File: config.mk
export PLATFORM = sky130hd
export DESIGN_NAME = baud_gen_nco
export DESIGN_NICKNAME = d
export VERILOG_FILES = /design/src/rtl/baud_gen_nco.sv
export SDC_FILE = /design/constraint.sdc
export NUM_CORES = 1
export LEC_CHECK = 0
export ABC_AREA = 1
export CORE_UTILIZATION = 50
export CTS_BUF_LIST = sky130_fd_sc_hd__clkbuf_8 sky130_fd_sc_hd__clkbuf_16
export CTS_CLUSTER_SIZE = 10
export DETAILED_ROUTE_END_ITERATION = 16
export GPL_ROUTABILITY_DRIVEN = 0
export PLACE_DENSITY = 0.72
export REMOVE_ABC_BUFFERS = 1
export SKIP_CTS_REPAIR_TIMING = 1
export SLEW_MARGIN = 20
export SYNTH_ARGS = -nofsm -noshare
export SYNTH_HDL_FRONTEND = slang
export SYNTH_SLANG_ARGS = --single-unit
export TNS_END_PERCENT = 30
File: constraint.sdc
create_clock -name clk -period 7.9 [get_ports clk]
set_clock_uncertainty 0.1 [all_clocks]
set_input_delay 1.58 -clock clk [delete_from_list [all_inputs] [get_ports clk]]
set_output_delay 1.58 -clock clk [all_outputs]
set_load 0.1 [all_outputs]
File: src/rtl/baud_gen_nco.sv
`default_nettype none
// ============================================================================
//  Module   : baud_gen_nco
//  Purpose  : UART baud-rate generator built as an integer divider with an
//             optional fractional phase accumulator. Emits single-cycle
//             enable strobes (oversample, mid-bit, bit boundary) instead of
//             a toggled baud clock, plus a legacy square-wave output.
//
//  Optional feature macro : BAUDGEN_FRAC_EN
//    defined   -> fractional accumulator built; period alternates n / n+1
//    undefined -> accumulator absent, div_frac ignored, period is always n
//
//  Ports
//    clk       in   1       system clock
//    rst_n     in   1       asynchronous reset, active low
//    en        in   1       generator enable (low = clear phase, reload divisors)
//    div_int   in   CNT_W   integer clocks per oversample tick (0 acts as 1)
//    div_frac  in   FRAC_W  fractional clocks per tick, units of 1/2^FRAC_W
//    resync    in   1       restart bit phase (RX start edge)
//    tick_os   out  1       oversample strobe
//    tick_mid  out  1       mid-bit sample strobe
//    tick_bit  out  1       bit-boundary strobe
//    baud_tgl  out  1       toggles on every tick_bit
//
//  Revision : 1.0  initial release
// ============================================================================
module baud_gen_nco #(
  parameter int CNT_W  = 16,
  parameter int FRAC_W = 4,
  parameter int OSR    = 16
) (
  input  logic              clk,
  input  logic              rst_n,
  input  logic              en,
  input  logic [CNT_W-1:0]  div_int,
  input  logic [FRAC_W-1:0] div_frac,
  input  logic              resync,
  output logic              tick_os,
  output logic              tick_mid,
  output logic              tick_bit,
  output logic              baud_tgl
);

  localparam int OSR_W = $clog2(OSR);
  localparam logic [OSR_W-1:0] c_osMid  = OSR_W'(OSR/2 - 1);
  localparam logic [OSR_W-1:0] c_osLast = OSR_W'(OSR - 1);

  logic [CNT_W-1:0] r_cnt;
  logic [CNT_W-1:0] r_divInt;   // shadow of div_int, stable for a whole period
  logic [OSR_W-1:0] r_osCnt;
  logic             r_tickOs;
  logic             r_tickMid;
  logic             r_tickBit;
  logic             r_baudTgl;

  logic [CNT_W-1:0] w_n;
  logic [CNT_W:0]   w_lastIdx;  // one bit wider: n + carry may reach 2^CNT_W
  logic             w_term;
  logic             w_carry;
  logic             w_osLast;

`ifdef BAUDGEN_FRAC_EN
  logic [FRAC_W-1:0] r_divFrac;
  logic [FRAC_W-1:0] r_acc;
  logic              r_carry;   // overflow from the previous wrap stretches this period
  logic [FRAC_W:0]   w_accSum;

  assign w_accSum = {1'b0, r_acc} + {1'b0, r_divFrac};
  assign w_carry  = r_carry;

  always_ff @(posedge clk or negedge rst_n) begin
    if (!rst_n) begin
      r_divFrac <= '0;
      r_acc     <= '0;
      r_carry   <= 1'b0;
    end else if (!en) begin
      r_divFrac <= div_frac;
      r_acc     <= '0;
      r_carry   <= 1'b0;
    end else if (resync) begin
      r_acc     <= '0;
      r_carry   <= 1'b0;
    end else if (w_term) begin
      r_divFrac <= div_frac;
      r_acc     <= w_accSum[FRAC_W-1:0];
      r_carry   <= w_accSum[FRAC_W];
    end
  end
`else
  logic w_unusedFrac;
  assign w_unusedFrac = ^div_frac;
  assign w_carry      = 1'b0;
`endif

  // A zero divisor would never terminate; treat it as divide-by-one.
  assign w_n       = (r_divInt == '0) ? CNT_W'(1) : r_divInt;
  assign w_lastIdx = {1'b0, w_n} - (CNT_W+1)'(1) + (CNT_W+1)'(w_carry);
  assign w_term    = ({1'b0, r_cnt} == w_lastIdx);
  assign w_osLast  = (r_osCnt == c_osLast);

  always_ff @(posedge clk or negedge rst_n) begin
    if (!rst_n) begin
      r_cnt     <= '0;
      r_divInt  <= '0;
      r_osCnt   <= '0;
      r_tickOs  <= 1'b0;
      r_tickMid <= 1'b0;
      r_tickBit <= 1'b0;
      r_baudTgl <= 1'b0;
    end else if (!en) begin
      // Idle: park at phase 0 and keep the shadow tracking the CSRs so the
      // first period after enable already uses the programmed divisor.
      r_cnt     <= '0;
      r_osCnt   <= '0;
      r_divInt  <= div_int;
      r_tickOs  <= 1'b0;
      r_tickMid <= 1'b0;
      r_tickBit <= 1'b0;
    end else if (resync) begin
      // Takes priority over a coincident terminal count: no strobe escapes.
      r_cnt     <= '0;
      r_osCnt   <= '0;
      r_tickOs  <= 1'b0;
      r_tickMid <= 1'b0;
      r_tickBit <= 1'b0;
    end else if (w_term) begin
      r_cnt     <= '0;
      r_divInt  <= div_int;
      r_tickOs  <= 1'b1;
      r_tickMid <= (r_osCnt == c_osMid);
      r_tickBit <= w_osLast;
      r_osCnt   <= w_osLast ? '0 : r_osCnt + OSR_W'(1);
      if (w_osLast) begin
        r_baudTgl <= ~r_baudTgl;
      end
    end else begin
      r_cnt     <= r_cnt + CNT_W'(1);
      r_tickOs  <= 1'b0;
      r_tickMid <= 1'b0;
      r_tickBit <= 1'b0;
    end
  end

  assign tick_os  = r_tickOs;
  assign tick_mid = r_tickMid;
  assign tick_bit = r_tickBit;
  assign baud_tgl = r_baudTgl;

endmodule
`default_nettype wire

==> impl_metrics.toml, run 1 <==
[final_layout]
instances_no_fill = 453
fin_util_pct = 58.9
area.sequential_sq_um = 1000
nFillCells = 498
multi_input_area_sq_um = 1460
drive_gt1_share_pct = 14.6
area_growth_pct = 13.3
n_antenna_cell = 0
fin_area_sq_um = 3030
final_nets = 409

[synth]
synth.ff_latch_count = 40
synth_top_area_share_pct = 37.5
yosysSeqAreaShare_pct = 37.5
yosysMostFrequentCell = "nand2_1"
syn_avg_cell_area_sq_um = 7.46
synth_cell_type_count = 33
synth_top_flop_cell = "dfrtp_1"
synth_area_leader_cell = "dfrtp_1"
synth-edff-count = 0
async_reset_ff_share_pct = 100
syn_area_sq_um = 2670
synth_area_leaders = "dfrtp_1 37%, nand2_1 13%, nand3_1 7.7%"
yosys-top-cells-count = "94 x nand2_1, 43 x inv_1, 41 x nand3_1"
ys_warn_count = 0
synth_cells = 358

[drt]
antenna_left = 0
firstDrtPassIters = 4
routed_wl_mm = 5.36
vias_per_cell = 4.99
route.detailed.drc = 0
drt_iter0_drc = 111
wl_per_cell_microns = 11.8
vias = 2259

[worst_setup_path]
regToRegStartpoint = "r_divInt[8]"
critPathCaptureType = "primary output"
regToRegSetupSlack_ns = 4.68
timing.rr.end = "r_divInt[7]"
critPathLaunchType = "flop"
critPathMaxFanout = 3
cp_num_buf_inv = 1
max_stage_delay_ns = 1.14
path_cells = "clkdlybuf4s50_1"
worst-setup-path-type = "flop to primary output"
cp.arrival_ns = 1.81
worst_ep_required_time_ns = 6.22
r2r_cells = 20
slowest_stage = "clkdlybuf4s50_1"
critPathTopFamily = "buffers and inverters"

[floorplanning]
coreArea_sq_um = 5140
die_h_microns = 75.1
ioPinCount = 28
die_x_microns = 75.1
rows = 26
dieArea_sq_um = 5640
initial_core_util_pct = 52.0

[clock_tree]
cts_tree = "done"
h-tree-depth = 2
cts_root_buffer = "clkbuf_8"
clk_pin_slew_ns = 0.08
clock_path_buffers = 2
insertion_delay_ns = 0.30
cts_sinks = 40
cts-buffers-inserted = 5

[global_route]
grt_max_degree = 41
grt_usage_pct = 21.6
grt_pass1_wl_mm = 9.19
grt_pass1_vias = 2075
antenna_found_initial = 0
overflow = 0

[timing]
tns_ns = 0
setup-violations-final = 0
worstMarginPinSlew_ns = 0.964
relSlewSlack_pct = 35.5
fin_ws_ns = 4.41
min_period_ns = 3.49
hold_ws_ns = 0.387
rsz0062_at_grt = "no"
period_share_pct = 44.1
finalHoldViolCount = 0
finalMaxSlewViolations = 0
fmaxAchievable_mhz = 287

[place]
dp_cells = 445
dp_slack_ns = 4.23
portBuffers = 23
dpl_cell_area_sq_um = 2940
hpwl_mm = 4.10

[min_path]
whs_path_depth = 1
hp-start = "r_osCnt[3]"
hp-class = "flop to flop"
hold_end = "tick_mid"

[power_and_ir_drop]
ir_worst_vdd_v = 0.0000966
power_density_nw_per_um2 = 147
p_total_uw = 445
power.leakage_nw = 1.43

[job]
drv_cap = 0

[outcome]
status = "finished clean"
## cell type report
| cell class | instances | share of cell area, % |
|---|---|---|
| Clock buffer | 5 | 2.27 |
| Clock inverter | 3 | 0.620 |
| Inverter | 45 | 5.58 |
| Multi-Input combinational cell | 267 | 48.1 |
| Sequential cell | 40 | 33.1 |
| Tap cell | 70 | 2.89 |
| Timing Repair Buffer | 23 | 7.44 |
## sequential cells by signal, indices dropped and copies added, names as in the netlist
name / cells
r_divInt: 16
r_osCnt: 4
baud_tgl: 1
tick_bit: 1
r_cnt: 16
tick_os: 1
tick_mid: 1
## per-layer routing
layer  track usage (%)  part of all wire, %  up-vias
met5                 0                    0        -
met3              4.02                  2.7        7
met1              28.6                   49     1039
met2              36.2                   47       40
li1                  -                    -     1173
met4              5.87                  1.4        0
## power breakdown
| group | switching [mW] | internal [mW] | leakage [nW] |
|---|---|---|---|
| clock | 0.0755 | 0.0616 | 0.0479 |
| combinational | 0.0511 | 0.0327 | 0.850 |
| sequential | 0.0113 | 0.213 | 0.528 |
| total | 0.138 | 0.307 | 1.43 |
## cells in the final DEF, fill, tap and decap left out, types with 2 or more instances in the layout
| cell | netlist | final |
|---|---|---|
| nor3_1 | 7 | 7 |
| o21bai_1 | 2 | 2 |
| nor2_2 | 11 | 11 |
| nor4_1 | 2 | 2 |
| xnor2_1 | 8 | 8 |
| inv_1 | 43 | 43 |
| clkbuf_8 | 0 | 5 |
| o21ai_1 | 4 | 4 |
| a21oi_1 | 5 | 5 |
| nand2_1 | 94 | 94 |
| nand2_2 | 14 | 14 |
| nand3_2 | 4 | 4 |
| or2_1 | 2 | 2 |
| clkdlybuf4s50_1 | 0 | 22 |
| nor3b_2 | 3 | 3 |
| clkinv_2 | 0 | 2 |
| nand4_1 | 8 | 8 |
| nor2_4 | 7 | 7 |
| nand3_1 | 41 | 41 |
| xor2_1 | 9 | 9 |
| ha_1 | 3 | 3 |
| nand2_4 | 4 | 4 |
| nor2_1 | 34 | 34 |
| dfrtp_1 | 40 | 40 |
## worst max path at each step
| stage | slack, ns | cells after the start | startpoint | endpoint |
|---|---|---|---|---|
| 5_1_grt | 4.36 | 1 | baud_tgl | baud_tgl |
| 2_1_floorplan | 5.16 | 20 | r_divInt[2] | r_divInt[10] |
| 6_report | 4.41 | 1 | baud_tgl | baud_tgl |
| 3_3_place_gp | 4.24 | 6 | en | r_osCnt[0] |
| 4_1_cts | 4.41 | 1 | baud_tgl | baud_tgl |
| 3_5_place_dp | 4.23 | 6 | en | r_osCnt[0] |
## logic make-up (layout without fill, tap and decap cells)
family | after synthesis | in the layout | synth area share (%)
flip-flops | 40 | 40 | 37.5
buffers and inverters | 51 | 76 | 8.01
XOR/XNOR | 18 | 18 | 6.18
AO/OA/AOI/OAI | 12 | 12 | 2.44
AND/OR/NAND/NOR | 234 | 234 | 44.5
adder cells (fa/ha/maj) | 3 | 3 | 1.41
Power figures use the tool's default switching activity.
==> inputs of run 2 (changes only) <==
clock period = 3.5 ns   (was 7.9 ns; I/O delays follow)
==> impl_metrics.toml, run 2 (synthesis results as in run 1) <==
[floorplanning]
die_h_microns = 75.1
ioPinCount = 28
coreArea_sq_um = 5140
initial_core_util_pct = 52.0
die_x_microns = 75.1
dieArea_sq_um = 5640
rows = 26

[global_route]
overflow = 0
grt_pass1_wl_mm = 8.91
grt_usage_pct = 21.1
grt_pass1_vias = 2030
antenna_found_initial = 0
grt_max_degree = 41

[worst_setup_path]
critPathLaunchType = "flop"
cp.arrival_ns = 3.26
critPathCaptureType = "flop"
r2r_cells = 20
critPathMaxFanout = 13
crit_end = "r_divInt[1]"
worstSetupStartpoint = "r_divInt[8]"
timing.rr.end = "r_divInt[1]"
worst_ep_required_time_ns = 3.60
worst-setup-path-type = "flop to flop"
regToRegSetupSlack_ns = 0.34
regToRegStartpoint = "r_divInt[8]"

[outcome]
status = "finished clean"

[clock_tree]
h-tree-depth = 2
insertion_delay_ns = 0.30
cts_tree = "done"
cts_sinks = 40
cts_root_buffer = "clkbuf_8"
clock_path_buffers = 2
clk_pin_slew_ns = 0.08
cts-buffers-inserted = 5

[min_path]
hp-class = "flop to flop"

[place]
dpl_cell_area_sq_um = 2950
hpwl_mm = 4.00
portBuffers = 23

[timing]
period_share_pct = 90.3
finalMaxSlewViolations = 0
rsz0062_at_grt = "no"
finalHoldViolCount = 0
relSlewSlack_pct = 36.0
setup-violations-final = 0
fmaxAchievable_mhz = 316
worstMarginPinSlew_ns = 0.957
min_period_ns = 3.16
tns_ns = 0

[final_layout]
top_regs = "r_cnt: 16 flops, r_divInt: 16 flops, r_osCnt: 4 flops"
final_nets = 411
area.sequential_sq_um = 1000
nFillCells = 508
fin_area_sq_um = 3100
layout_common_cells = "94 x nand2_1, 43 x inv_1, 41 x nand3_1"
n_antenna_cell = 0
multi_input_area_sq_um = 1470
area_growth_pct = 15.9
final_common_cell = "nand2_1"
drive_gt1_share_pct = 15.3

[drt]
antenna_left = 0
routed_wl_mm = 5.20
vias = 2225
vias_per_cell = 4.89
firstDrtPassIters = 4
drt_iter0_drc = 99
route.detailed.drc = 0
wl_per_cell_microns = 11.4

[power_and_ir_drop]
ir_worst_vdd_v = 0.000188
power.leakage_nw = 1.46
power_density_nw_per_um2 = 359

[job]
drv_cap = 0
-- run 2: cell types whose count changed in the layout (fill, tap and decap cells not counted) --
cell             before  now
bufinv_16             0    1
clkdlybuf4s50_1      22   21
clkbuf_8              5    7
buf_4                 0    2
nand2_2              14   13
clkinv_2              2    0
clkinv_4              1    0
buf_6                 0    1
nand2_8               0    1
-- run 2: cell type report --
class | instances | share of cell area, %
Clock buffer | 7 | 3.11
Clock inverter | 1 | 0.970
Inverter | 45 | 5.46
Multi-Input combinational cell | 267 | 47.5
Sequential cell | 40 | 32.3
Tap cell | 70 | 2.83
Timing Repair Buffer | 25 | 7.80
-- run 2: how the worst min path moves through the flow --
| stage | cells after the start | startpoint | to |
|---|---|---|---|
| 2_1_floorplan | 0 | rst_n | baud_tgl |
| 3_3_place_gp | 1 | r_osCnt[3] | tick_mid |
| 3_5_place_dp | 1 | r_osCnt[3] | tick_mid |
| 4_1_cts | 1 | r_osCnt[3] | tick_mid |
| 5_1_grt | 1 | r_osCnt[3] | tick_mid |
| 6_report | 1 | r_osCnt[3] | tick_mid |
-- run 2: metal layers --
layer | wire length (microns) | GRT usage, % | vias to the layer above
li1 | - | - | 1181
met1 | 2500 | 27.8 | 994
met2 | 2450 | 35.4 | 42
met3 | 175 | 4.02 | 8
met4 | 68 | 5.66 | 0
met5 | 0 | 0 | -
-- run 2: where the power goes --
part	leakage (nW)	internal, mW	switching (mW)	total (mW)
registers	0.528	0.480	0.0247	0.505
logic	0.866	0.0754	0.116	0.191
clock network	0.0645	0.252	0.165	0.416
-- run 2: per-stage QoR --
step | instances | utilization (%) | setup slack [ns] | power [mW] | hold WS [ns]
final | 455 | 60.2 | 0.340 | 1.11 | 0.387
after global routing | 455 | 60.2 | 0.00141 | 1.16 | 0.407
after CTS | 455 | 59.9 | 0.265 | 1.12 | 0.379
after detailed placement | 447 | 57.4 | 0.308 | 0.704 | 0.367
after global placement | 447 | 57.4 | 0.396 | 0.699 | 0.360
after floorplan | 352 | - | 0.759 | 0.640 | 0.304
-- run 2: worst max-delay path, cell delays in order (launching register included) --
cell     delay [ns]
dfrtp_1        0.44
nor2_2         0.25
nand2_1        0.10
nor2_2         0.13
nand2_4        0.12
nand2_1        0.10
inv_1          0.05
ha_1           0.29
nand2_4        0.15
inv_2          0.04
nand2_1        0.07
nand2_1        0.05
nand3_1        0.07
nand2_1        0.06
nor2_1         0.15
nand3_2        0.14
nor2_4         0.14
nand4_4        0.24
buf_6          0.23
nand3_1        0.06
nand2_1        0.05
==> inputs of run 3 (changes only) <==
SKIP_LAST_GASP = 1   (was not set)
==> impl_metrics.toml, run 3 (synthesis results as in run 1) <==
[min_path]
whs_path_depth = 1
hp-class = "flop to flop"

[final_layout]
n_antenna_cell = 0
final_nets = 411
final_common_cell = "nand2_1"
area_growth_pct = 15.7
top_regs = "r_cnt: 16 flops, r_divInt: 16 flops, r_osCnt: 4 flops"
instances_no_fill = 455
fin_util_pct = 60.2
layout_common_cells = "94 x nand2_1, 43 x inv_1, 41 x nand3_1"
drive_gt1_share_pct = 15.3
area.sequential_sq_um = 1000
nFillCells = 510
multi_input_area_sq_um = 1470

[global_route]
grt_pass1_vias = 2030
grt_max_degree = 41
overflow = 0
grt_usage_pct = 21.1
antenna_found_initial = 0
grt_pass1_wl_mm = 8.91

[timing]
fin_ws_ns = 0.319
finalMaxSlewViolations = 0
period_share_pct = 90.9
finalHoldViolCount = 0
setup-violations-final = 0
rsz0062_at_grt = "yes"
fmaxAchievable_mhz = 314
worstMarginPinSlew_ns = 0.957
min_period_ns = 3.18
tns_ns = 0
relSlewSlack_pct = 36.0

[place]
portBuffers = 23
dp_cells = 447
dp_slack_ns = 0.308
hpwl_mm = 4.00

[clock_tree]
h-tree-depth = 2
clock_path_buffers = 2
cts-buffers-inserted = 5
cts_tree = "done"
clk_pin_slew_ns = 0.08
cts_root_buffer = "clkbuf_8"
insertion_delay_ns = 0.30
cts_sinks = 40

[worst_setup_path]
cp.arrival_ns = 3.28
r2r_cells = 20
worst-setup-path-type = "flop to flop"
worst_ep_required_time_ns = 3.60
critPathLaunchType = "flop"
critPathCaptureType = "flop"
critPathMaxFanout = 13

[floorplanning]
rows = 26
ioPinCount = 28
die_h_microns = 75.1
coreArea_sq_um = 5140
dieArea_sq_um = 5640
die_x_microns = 75.1
initial_core_util_pct = 52.0

[outcome]
status = "finished clean"

[drt]
firstDrtPassIters = 4
wl_per_cell_microns = 11.4
vias = 2223
drt_iter0_drc = 100
vias_per_cell = 4.89
route.detailed.drc = 0
antenna_left = 0
routed_wl_mm = 5.20

[power_and_ir_drop]
power_density_nw_per_um2 = 360
ir_worst_vdd_v = 0.000188
power.leakage_nw = 1.46

[job]
drv_cap = 0
## run 3: cell counts in the layout (fill, tap and decap cells not counted)
Identical to the previous run, type by type.
## run 3: final cells by class
type | count | share of cell area (%)
tap | 70 | 2.83
timing repair buffer | 25 | 7.69
clock buffer | 7 | 3.12
inverter | 45 | 5.46
multi-input combinational | 267 | 47.6
clock inverter | 1 | 0.971
sequential | 40 | 32.4
## run 3: path summary, 6_finish.rpt
check | startpoint | to | slack, ns
min in group asynchronous | rst_n | r_cnt[8] | 0.41
max in group asynchronous | rst_n | r_divInt[3] | 2.36
worst max register to register | r_divInt[8] | r_divInt[1] | 0.32
worst max-delay path | r_divInt[8] | r_divInt[1] | 0.32
worst min-delay path | r_osCnt[3] | tick_mid | 0.39
worst min register to register | r_osCnt[3] | tick_mid | 0.39
## run 3: critical path: stages (launching register included)
cell and delay [ns]:
dfrtp_1 0.44, nor2_2 0.25, nand2_1 0.10, nor2_2 0.13, nand2_4 0.12, nand2_1 0.10
inv_1 0.05, ha_1 0.29, nand2_4 0.15, inv_2 0.04, nand2_1 0.07, nand2_1 0.05
nand3_1 0.07, nand2_1 0.06, nor2_1 0.15, nand3_2 0.14, nor2_4 0.14, nand4_4 0.24
buf_4 0.25, nand3_1 0.07, nand2_1 0.05
## run 3: power breakdown
part           switching [mW]  internal (mW)
Combinational           0.116         0.0754
Sequential             0.0248          0.480
Clock                   0.164          0.252
## run 3: metrics by stage
step           total power [mW]  hold slack (ns)  instance area (sq um)
2_1_floorplan             0.640            0.304                   2630
3_3_place_gp              0.699            0.360                   2950
3_5_place_dp              0.704            0.367                   2950
4_1_cts                    1.12            0.379                   3080
5_1_grt                    1.16            0.407                   3090
6_report                   1.11            0.387                   3090
## run 3: routing by layer
metal | GRT usage, % | vias up | wire length (microns)
li1 | - | 1180 | -
met1 | 27.8 | 994 | 2510
met2 | 35.4 | 41 | 2450
met3 | 4.02 | 8 | 168
met4 | 5.66 | 0 | 68
met5 | 0 | - | 0
